**src/rtl/sender_buffer_ctrl.sv**
```systemverilog
// Circular word buffer feeding a four-phase Request/Ack transmitter.
// Burst mode sends a snapshot of the buffer on start; streaming mode drains continuously.
module sender_buffer_ctrl #(
  parameter  int DATA_W = 16,
  parameter  int DEPTH  = 16,
  localparam int ADDR_W = $clog2(DEPTH)
) (
  input  logic              clk,
  input  logic              Reset,
  input  logic [DATA_W-1:0] data,
  input  logic              write,
  input  logic              start,
  input  logic              mode,
  input  logic              Ack,
  output logic              Request,
  output logic [DATA_W-1:0] sdrDataOut,
  output logic [ADDR_W:0]   count,
  output logic              full,
  output logic              empty,
  output logic              busy,
  output logic              overflow
);

  localparam logic [2:0] IDLE   = 3'd0;
  localparam logic [2:0] LOAD   = 3'd1;
  localparam logic [2:0] SETUP  = 3'd2;
  localparam logic [2:0] REQ_HI = 3'd3;
  localparam logic [2:0] REQ_LO = 3'd4;

  localparam logic [ADDR_W:0]   CNT_ONE = (ADDR_W+1)'(1);
  localparam logic [ADDR_W:0]   CNT_MAX = (ADDR_W+1)'(DEPTH);
  localparam logic [ADDR_W-1:0] PTR_ONE = ADDR_W'(1);

  logic [DATA_W-1:0] mem [DEPTH];
  logic [ADDR_W-1:0] wp, rp;
  logic [ADDR_W:0]   left;
  logic [2:0]        state;
  logic              mode_q;
  logic              push, pop;

  assign full  = (count == CNT_MAX);
  assign empty = (count == '0);
  assign busy  = (state != IDLE);
  // full is the registered value: a pop in the same cycle does not make room
  assign push  = write && !full;
  assign pop   = (state == LOAD);

  // storage is never reset; stale entries are unreachable once the pointers clear
  always_ff @(posedge clk)
    if (push) mem[wp] <= data;

  always_ff @(posedge clk) begin
    if (Reset) begin
      state      <= IDLE;
      wp         <= '0;
      rp         <= '0;
      count      <= '0;
      left       <= '0;
      mode_q     <= 1'b0;
      Request    <= 1'b0;
      overflow   <= 1'b0;
      sdrDataOut <= '0;
    end else begin
      overflow <= write && full;
      if (push) wp <= wp + PTR_ONE;

      case ({push, pop})
        2'b10:   count <= count + CNT_ONE;
        2'b01:   count <= count - CNT_ONE;
        default: count <= count;
      endcase

      case (state)
        IDLE: begin
          Request <= 1'b0;
          if (!mode && start && !empty) begin
            left   <= count;
            mode_q <= 1'b0;
            state  <= LOAD;
          end else if (mode && !empty) begin
            mode_q <= 1'b1;
            state  <= LOAD;
          end
        end
        LOAD: begin
          sdrDataOut <= mem[rp];
          rp         <= rp + PTR_ONE;
          if (!mode_q) left <= left - CNT_ONE;
          state      <= SETUP;
        end
        SETUP: begin
          Request <= 1'b1;
          state   <= REQ_HI;
        end
        REQ_HI: begin
          if (Ack) begin
            Request <= 1'b0;
            state   <= REQ_LO;
          end
        end
        REQ_LO: begin
          // the next word only starts once the receiver has released Ack
          if (!Ack) begin
            if (mode_q) state <= empty ? IDLE : LOAD;
            else        state <= (left != '0) ? LOAD : IDLE;
          end
        end
        default: begin
          Request <= 1'b0;
          state   <= IDLE;
        end
      endcase
    end
  end

endmodule

```
**config.mk**
```make
export PLATFORM = sky130hd
export DESIGN_NAME = sender_buffer_ctrl
export DESIGN_NICKNAME = d
export VERILOG_FILES = /design/src/rtl/sender_buffer_ctrl.sv
export SDC_FILE = /design/constraint.sdc
export NUM_CORES = 1
export LEC_CHECK = 0
export BUFFER_PORTS_ARGS = -buffer_cell sky130_fd_sc_hd__buf_4
export CORE_AREA = 2 2 125 248
export CTS_CLUSTER_DIAMETER = 80
export DETAILED_ROUTE_END_ITERATION = 10
export DIE_AREA = 0 0 127 250
export GPL_TIMING_DRIVEN = 0
export PLACE_DENSITY = 0.55
export SYNTH_ARGS = -nofsm -noshare
export SYNTH_HDL_FRONTEND = slang
export SYNTH_SLANG_ARGS = --single-unit
```
**constraint.sdc**
```tcl
create_clock -name clk -period 4.5 [get_ports clk]
set_input_delay 0.675 -clock clk [delete_from_list [all_inputs] [get_ports clk]]
set_output_delay 0.675 -clock clk [all_outputs]
set_load 0.02 [all_outputs]
```
Yosys cells after proc, flatten, opt, wreduce, memory -nomap -nowiden --
Memory sizes are Yosys's and may differ from the RTL's. A register that Yosys moved wholly into a read port is not among the register bits. Cells that the tools add are included.
Word-level totals: register bits 24, bits in writable memories 256, bits of input ports 22, output and inout bits 26, word-level logic and storage cells 65, memories 1
Memory list:
- mem | depth 16, bits a word 16, read ports 1, clocked after memory_dff 1, write ports 1, RTL line 34 | logic [DATA_W-1:0] mem [DEPTH];
Operators by class: add/sub/neg operators 5, eq/ne operators 12, multiplexer cells 18, bitwise operators 1, reduce and logical (&&, ||, !) cells 20
Operators with widths (number):
- 5-bit case mux with 2 select lines | 2
- 3-bit case mux with 5 select lines | 1
- 3-bit 2-to-1 mux | 4
- 5-bit 2-to-1 mux | 2
- 5-bit by 1-bit subtractor with 5-bit output (second input constant) | 2
- 4-bit by 1-bit adder with 4-bit output (second input constant) | 2
- 1-bit 2-to-1 mux | 8
- 2-bit inequality test (second input constant) | 4
- 3-bit by 2-bit == test with 1-bit output (second input constant) | 2
- 3-bit AND reduction | 2
- 2-bit nonzero test | 3
- 5-bit by 1-bit adder with 5-bit output (second input constant) | 1
- 5-bit == test (second input constant) | 1
- 1-bit logical AND | 5
- 5-bit logical NOT | 1
- 5-bit nonzero test | 1
- 2-bit AND reduction | 2
- 3-bit by 1-bit == test with 1-bit output (second input constant) | 1
- 3-bit == test (second input constant) | 1
- 1-bit logical NOT | 3
- 3-bit logical NOT | 1
- 3-bit inequality test (second input constant) | 1
- 1-bit case mux with 3 select lines | 1
- 3-bit nonzero test | 1
- 4 further kinds | 4

Logic depth before layout (Yosys ltp) --
Gate-level depths: netlist (run 1).
depth in word-level cells 6, gate-level depth with buffers 13, depth with buffers taken out 10

Worst setup path before layout (run 1) --
No wires, ideal clock.
path type reg-to-reg, start register count[2], end memory mem[0][0], enable pin, library setup time 0.409 ns, arrival time 2.519 ns, path slack 1.572 ns, cell stages (with the launch flop) 6, path buffers 1, cell sequence dfxtp_1 clkbuf_1 nor4_1 a21boi_1 nand2_1 nor3_1
On the way: cells in the longest elaborated chain, start to end 5
RTL lines:
- start: declaration | RTL line 17 | output logic [ADDR_W:0] count,
- start signal: assignment | RTL line 68 | 2'b10: count <= count + CNT_ONE;
- start signal: assignment | RTL line 69 | 2'b01: count <= count - CNT_ONE;
- start signal: assignment | RTL line 70 | default: count <= count;
- 5-bit == test | RTL line 41 | assign full = (count == CNT_MAX);
- 1-bit logical NOT | RTL line 45 | assign push = write && !full;
- 1-bit logical AND | RTL line 45
- 1-bit 2-to-1 mux | RTL line 50 | if (push) mem[wp] <= data;
- 1-bit 2-to-1 mux (not written as such) | RTL line 50
- end: declaration | RTL line 34
Every way passes these cells.

Worst setup path in the final report (run 1) --
start register count[2], end register count[2]
On the way: cells in the longest elaborated chain, start to end 5, elaborated cells between the ends (all ways) 9
RTL lines:
- 5-bit == test | RTL line 41
- 1-bit logical NOT | RTL line 45
- 1-bit logical AND | RTL line 45
- 2-bit by 1-bit == test with 1-bit output or 2-bit == test (tied branches) | RTL line 67 | case ({push, pop})
- 5-bit case mux with 2 select lines or 2-bit nonzero test (tied branches)
Several ways; a longest one is shown, not always the timed one. A chain may end at the register's enable or synchronous reset.

==> reports/results.md, run 1 <==
| Metric | This run | Unit |
|:---|:---|:---|
| Number of instances in the synthesized netlist | 618 | - |
| CTS tree | done | - |
| Fin. Hold Viols | 0 | - |
| Antenna violations before repair | 0 | - |
| Switching power as a share of total power | 28.65 | % |
| Final weighted congestion in routability-driven placement | 0.7647 | - |
| Arr. time, crit path | 3660 | ps |
| Count of synthesis-stage warnings from yosys | 0 | - |
| Net count, final | 743 | - |
| Share of power burned in combinational logic | 25.3 | % |
| Synth unique cells | 54 | - |
| Syn nets | 651 | - |
| Worst IR Drop VDD | 273.5 | uV |
| Number of slew-limit violations in the final report | 0 | - |
| Horizontal die dimension | 127 | um |
| Most instantiated flip-flop cell in the synthesis netlist | edfxtp_1 | - |
| Layout Skew | 16.42 | ps |
| Placed cell count | 1049 | - |
| Fill cell instance count of the final layout | 2608 | - |
| Clk pwr share | 30.1 | % |
| Status | finished, final reports clean | - |
| Nature of the critical path endpoint | flip-flop | - |
| Non-Filler Instances | 1098 | - |
| Clock root buffer | clkbuf_16 | - |
| Crit-path max cell delay | 530 | ps |
| Class of the tightest hold or removal check | input pin to flip-flop | - |
| Proportion of register bits with asynchronous set or reset after synthesis | 0 | % |
| Share of post-route cells with drive strength above 1 | 31.64 | % |
| Post-synthesis sequential area ratio | 72.37 | % |
| Core utilization of the finished layout | 45.59 | % |
| Wire length per cell after detailed routing | 23.07 | um |
| Global Route Usage Sum | 16.10 | % |
| Total leakage power | 4.475 | nW |
| Clock insertion delay at the later pin of the skew report | 560 | ps |
| Type of the worst setup path | flip-flop to flip-flop | - |
| Clock-pin slew reported for the worst setup and hold paths after clock tree synthesis | 70 | ps |
| Top-Level Pins | 48 | - |
| Cell type of the slowest stage on the worst timing path | a21boi_1 | - |
| Type of origin of the critical path | flip-flop | - |
| Core area | 29950 | um2 |
| Total power divided by cell area | 537.1 | nW/um2 |
| Number of port buffers | 47 | - |
| Antenna Diode Count | 0 | - |
| Via count of the first global-routing pass | 6102 | - |
| Effective utilization at floorplan | 39.16 | % |
| List of cells traversed by the critical path | clkbuf_1, nor4_1, a21boi_1, inv_1, ha_1, clkbuf_1, xor2_1, ha_1, a21oi_1, xnor2_1, or3_1, a21oi_1 | - |
| Number of register bits inferred by synthesis | 296 | - |
| Final period util | 71.02 | % |
| Final Routed Wirelength | 25.33 | mm |
| Global-route wire length before repair | 38.16 | mm |
| Internal power | 5.234 | mW |
| MaxCap Viol Count | 0 | - |
| Post-cts repair resize count | 0 | - |
| Hold Buf Count CTS | 0 | - |
| Remaining number of nets flagged by the antenna check after routing | 0 | - |
| Max Freq | 312.9 | MHz |
| Endpoint required time on the critical path | 4970 | ps |
| Unrepaired setup endpoints after global routing | false | - |
| Pin count of the biggest net entering global routing | 18 | - |
| CTS Sinks | 296 | - |
| Die span in y | 250 | um |
| HPWL reported at the end of detailed placement | 17.22 | mm |
| Total negative setup slack | 0 | ps |
| Leading cell types by count after synthesis | edfxtp_1 (256), mux4_2 (64), dfxtp_1 (40) | - |
| H-Tree Level Count | 1 | - |
| Number of buffers created by CTS | 27 | - |
| Die area | 31750 | um2 |
| Net switching component of the power | 2.101 | mW |
| Max Fanout on Critical Path | 10 | - |
| TritonRoute pass-1 iters | 5 | - |
| Max-slew headroom at the worst pin | 40.38 | % |
| Proportion of netlist area held by the largest area contributor | 65.54 | % |
| Final global-route overflow total | 0 | - |
| Actual slew at the worst max-slew pin | 894.3 | ps |
| Area of the mapped netlist | 11730 | um2 |
| Average size of a mapped cell | 18.98 | um2 |
| Maximum root-to-sink buffer count | 3 | - |
| Sequential group share of total power | 44.7 | % |
| Largest cells by area after synthesis | edfxtp_1 (66%), mux4_2 (12%), dfxtp_1 (6.8%), a221o_1 (1.6%), mux2_2 (1.5%) | - |
| # setup viols final | 0 | - |
| Most frequently used cell type in the post-synthesis netlist | edfxtp_1 | - |
| Total via count in the routed design | 5960 | - |
| Post-CTS setup-driven buffer insertion count | 0 | - |
| Vias per cell | 5.428 | - |
| Shortest clock period the worst path allows after layout | 3196 | ps |
| Violation count after the first detailed-route iteration | 477 | - |
| Cell type with the largest total area after synthesis | edfxtp_1 | - |
| Area Growth Syn to Fin | 16.44 | % |
| Floorplan row count | 90 | - |
| Number of enable flip-flop cells after synthesis | 256 | - |
| Residual DRC count | 0 | - |
stage by stage:
| step | cell area [um2] | hold slack (ps) | setup slack, ps | total power [mW] |
|---|---|---|---|---|
| 2_1_floorplan | 11730 | 454.2 | 1572 | 4.634 |
| 3_3_place_gp | 12540 | 466.2 | 40.98 | 5.174 |
| 3_5_place_dp | 12810 | 470.2 | 1325 | 5.224 |
| 4_1_cts | 13660 | 397.1 | 1291 | 7.435 |
| 5_1_grt | 13660 | 419.0 | 1001 | 7.672 |
| 6_report | 13660 | 417.2 | 1304 | 7.335 |
state kept, by name, indices dropped and copies added, names as in the netlist:
register and count:
sdrDataOut 16, left 5, overflow 1, count 5
mode_q 1, Request 1, rp 4, state 3
mem 256, wp 4
path summary, 6_finish.rpt:
kind                         start                     to  slack [ps]  depth (start not counted)
max          count[2]$_SDFFE_PP0P_  count[2]$_SDFFE_PP0P_        1300                         12
min                        data[5]    mem[6][5]$_DFFE_PP_         420                          1
max reg2reg  count[2]$_SDFFE_PP0P_  count[2]$_SDFFE_PP0P_        1300                         12
min reg2reg   left[4]$_SDFFE_PP0P_   left[4]$_SDFFE_PP0P_         480                          2
routing by layer:
metal / vias to the layer above / global-route usage, % / wire [um]
met5: - / 0 / 0
li1: 2706 / - / -
met2: 129 / 27.60 / 13040
met4: 0 / 4.396 / 512
met1: 3087 / 21.75 / 10700
met3: 38 / 1.844 / 1079
cell usage in the layout (no fill, tap or decap), drive strengths merged, types with 2 or more instances in the layout:
cell type,count
clkinv,11
a221o,19
inv,13
o32ai,4
nor3b,4
a31oi,2
buf,85
o22ai,2
xor2,6
and3,2
or3,4
mux2,16
nor4,2
a21o,2
xnor2,3
mux4,64
nand2,17
nand2b,10
a211o,3
clkbuf,50
clkinvlp,3
a221oi,2
dfxtp,40
nor3,9
a22o,16
edfxtp,256
nand3,4
o211ai,3
a21oi,17
nor2,31
ha,11
mux2i,2
power by group through the flow:
stage / logic [mW] / clock network, mW / registers (mW)
after global routing: 2.02 / 2.35 / 3.30
final: 1.85 / 2.20 / 3.28
after floorplan: 1.26 / 0 / 3.38
after detailed placement: 1.88 / 0 / 3.34
after global placement: 1.83 / 0 / 3.34
after CTS: 1.89 / 2.26 / 3.28
cell families after synthesis:
kind of cell / after synthesis / share of synthesized area (%)
compound gates: 78 / 5.622
xor+xnor: 9 / 0.6721
fa+ha+maj: 11 / 1.173
buf+inv: 51 / 2.187
flops: 296 / 72.37
mux: 82 / 14.00
simple gates: 91 / 3.979
layout make-up:
cell class	instances	area [um2]	share of cell area, %
Tap cell	368	460.4	3.372
Inverter	13	50.05	0.3665
Timing Repair Buffer	63	570.5	4.178
Multi-Input combinational cell	271	3034	22.22
Clock inverter	15	125.1	0.9162
Clock buffer	34	721.9	5.286
Sequential cell	296	8488	62.15
Buffer	38	206.4	1.512
critical path, delay by kind of cell (launching register included):
kind | cells | cell delay (ps)
AO/OA/AOI/OAI | 3 | 870
XOR/XNOR | 2 | 280
adder cells (fa/ha/maj) | 2 | 480
AND/OR/NAND/NOR | 2 | 420
flip-flops | 1 | 360
buffers and inverters | 3 | 710
Power figures use the tool's default switching activity.
==> run 2: changes to the inputs <==
--- a/config.mk
+++ b/config.mk
@@ -11,7 +11,7 @@
 export DETAILED_ROUTE_END_ITERATION = 10
 export DIE_AREA = 0 0 127 250
 export GPL_TIMING_DRIVEN = 0
-export PLACE_DENSITY = 0.55
+export PLACE_DENSITY = 0.57
 export SYNTH_ARGS = -nofsm -noshare
 export SYNTH_HDL_FRONTEND = slang
 export SYNTH_SLANG_ARGS = --single-unit
==> constraint.sdc (replaced) <==
create_clock -name clk -period 2.83 [get_ports clk]
set_input_delay 0.4245 -clock clk [delete_from_list [all_inputs] [get_ports clk]]
set_output_delay 0.4245 -clock clk [all_outputs]
set_load 0.02 [all_outputs]
==> run 2 against run 1 <==
Compared with the run above:
- core utilization increased by 0.65 points
- hold slack got worse by 240 ps
- die area unchanged
- setup slack got worse by 1100 ps
- largest cell class unchanged
- largest power group unchanged
- highest routed layer unchanged
==> reports/results.md, run 2 (synthesis results as in run 1) <==
| Metric | This run | Unit |
|:---|:---|:---|
| Violation count after the first detailed-route iteration | 457 | - |
| Hold Buf Count CTS | 0 | - |
| Actual slew at the worst max-slew pin | 979.8 | ps |
| Final weighted congestion in routability-driven placement | 0.7728 | - |
| Max Freq | 375.2 | MHz |
| Global-route wire length before repair | 38.48 | mm |
| Horizontal die dimension | 127 | um |
| Arr. time, crit path | 3160 | ps |
| Status | finished, final reports clean | - |
| Antenna violations before repair | 0 | - |
| Hold WS | 177.2 | ps |
| Effective utilization at floorplan | 39.16 | % |
| Total power divided by cell area | 871.7 | nW/um2 |
| Maximum root-to-sink buffer count | 3 | - |
| Vias per cell | 5.417 | - |
| HPWL reported at the end of detailed placement | 17.09 | mm |
| Share of post-route cells with drive strength above 1 | 32.56 | % |
| Clock root buffer | clkbuf_16 | - |
| Type of origin of the critical path | flip-flop | - |
| R2R Setup Slk | 160 | ps |
| Pin count of the biggest net entering global routing | 18 | - |
| Shortest clock period the worst path allows after layout | 2665 | ps |
| # setup viols final | 0 | - |
| Wire length per cell after detailed routing | 23.03 | um |
| Via count of the first global-routing pass | 6249 | - |
| H-Tree Level Count | 1 | - |
| Core area | 29950 | um2 |
| Most common library cell in the layout ignoring fill and taps | edfxtp_1 | - |
| Fin. Hold Viols | 0 | - |
| Max reg flops | 256 | - |
| CTS Sinks | 296 | - |
| CTS tree | done | - |
| Top-Level Pins | 48 | - |
| Floorplan row count | 90 | - |
| Type of the worst setup path | flip-flop to flip-flop | - |
| Hold Path Stages | 2 | - |
| Final Routed Wirelength | 25.31 | mm |
| Layout Skew | 12.42 | ps |
| Critical register-to-register path startpoint | state[1]$_SDFFE_PP0P_ | - |
| Biggest register | mem | - |
| Remaining number of nets flagged by the antenna check after routing | 0 | - |
| TritonRoute pass-1 iters | 4 | - |
| Net count, final | 743 | - |
| Unrepaired setup endpoints after global routing | false | - |
| Total negative setup slack | 0 | ps |
| Max Fanout on Critical Path | 14 | - |
| Nature of the critical path endpoint | flip-flop | - |
| Core utilization of the finished layout | 46.24 | % |
| End point of the most critical hold path | overflow$_SDFF_PP0_ | - |
| Global Route Usage Sum | 16.19 | % |
| Worst reg2reg endpoint | count[4]$_SDFFE_PP0P_ | - |
| Number of buffers created by CTS | 27 | - |
| Number of port buffers | 47 | - |
| MaxCap Viol Count | 0 | - |
| Fill cell instance count of the final layout | 2532 | - |
| Area Growth Syn to Fin | 18.09 | % |
| Worst IR Drop VDD | 503.2 | uV |
| Die span in y | 250 | um |
| Registers with the most flip-flops | mem: 256 flops, sdrDataOut: 16 flops | - |
| Most frequent cells in the layout | edfxtp_1 (256), mux4_2 (64), buf_4 (50) | - |
| Final period util | 94.18 | % |
| Final global-route overflow total | 0 | - |
| Antenna Diode Count | 0 | - |
| Die area | 31750 | um2 |
| R2R cell count | 10 | - |
| Class of the tightest hold or removal check | input pin to flip-flop | - |
| Clock insertion delay at the later pin of the skew report | 550 | ps |
| Total via count in the routed design | 5953 | - |
| Endpoint required time on the critical path | 3320 | ps |
| Max-slew headroom at the worst pin | 34.32 | % |
| Clock-pin slew reported for the worst setup and hold paths after clock tree synthesis | 70 | ps |
| Number of slew-limit violations in the final report | 0 | - |
| Residual DRC count | 0 | - |
| Total leakage power | 4.521 | nW |
| Hold wc startpoint | write | - |
[run 2: cell count changes in the layout (fill, tap and decap cells not counted), moves of 3 or more]
cell,before,now
clkinv_2,9,3
bufinv_16,1,5
clkbuf_1,21,17
buf_16,0,3
clkinv_1,1,4
clkinv_4,1,4
nor3_2,6,3
nor3_4,0,3
[run 2: layout make-up]
| class | instances | area (um2) | share of cell area, % |
|---|---|---|---|
| Clock inverter | 20 | 246.5 | 1.780 |
| Multi-Input combinational cell | 271 | 3073 | 22.19 |
| Inverter | 13 | 53.80 | 0.3884 |
| Tap cell | 368 | 460.4 | 3.324 |
| Buffer | 37 | 206.4 | 1.491 |
| Clock buffer | 30 | 686.9 | 4.959 |
| Timing Repair Buffer | 64 | 634.4 | 4.580 |
| Sequential cell | 296 | 8489 | 61.29 |
[run 2: stage by stage]
| stage | cells | cell area (um2) | setup WS, ps | power (mW) |
|---|---|---|---|---|
| finish | 1099 | 13850 | 164.6 | 12.07 |
| global route | 1099 | 13850 | 38.70 | 12.62 |
| CTS | 1099 | 13820 | 11.67 | 12.19 |
| detailed placement | 1049 | 12880 | -276.8 | 8.345 |
| global placement | 1033 | 12560 | -1124 | 8.221 |
| floorplan | 618 | 11740 | 65.49 | 7.369 |
[run 2: critical path: stages (launching register included)]
cell and delay (ps):
dfxtp_1 320, buf_2 180, or3b_1 370, buf_6 160
inv_6 120, ha_1 240, clkbuf_1 230, or4b_2 680
a21oi_1 150, a31oi_1 60, nand3_1 100
[run 2: how the worst max path moves through the flow]
stage / from / endpoint / slack [ps] / cells past startpoint
CTS: count[0]$_SDFFE_PP0P_ / count[4]$_SDFFE_PP0P_ / 10 / 9
global route: state[1]$_SDFFE_PP0P_ / count[2]$_SDFFE_PP0P_ / 40 / 12
global placement: count[0]$_SDFFE_PP0P_ / mem[3][3]$_DFFE_PP_ / -1120 / 4
detailed placement: count[2]$_SDFFE_PP0P_ / count[4]$_SDFFE_PP0P_ / -280 / 12
floorplan: count[2]$_SDFFE_PP0P_ / count[2]$_SDFFE_PP0P_ / 70 / 12
finish: state[1]$_SDFFE_PP0P_ / count[4]$_SDFFE_PP0P_ / 160 / 10
[run 2: power breakdown]
part           switching (mW)  internal (mW)
Clock                    1.61           2.22
Combinational            1.60           1.43
Sequential              0.182           5.03
Total                    3.39           8.69
[run 2: repair_timing]
item                                    CTS  global route
pin swaps                                 0             1
hold endpoints to repair                  0             0
endpoints found under the setup margin   11             2
buffers inserted                          0             1
gates resized for setup                   3             9
[run 2: metal layers]
| layer | share of wire [%] | vias up | global-route usage (%) |
|---|---|---|---|
| li1 | - | 2698 | - |
| met1 | 42 | 3102 | 21.22 |
| met2 | 52 | 105 | 28.05 |
| met3 | 3.5 | 48 | 1.951 |
| met4 | 2.8 | 0 | 5.181 |
| met5 | 0 | - | 0 |
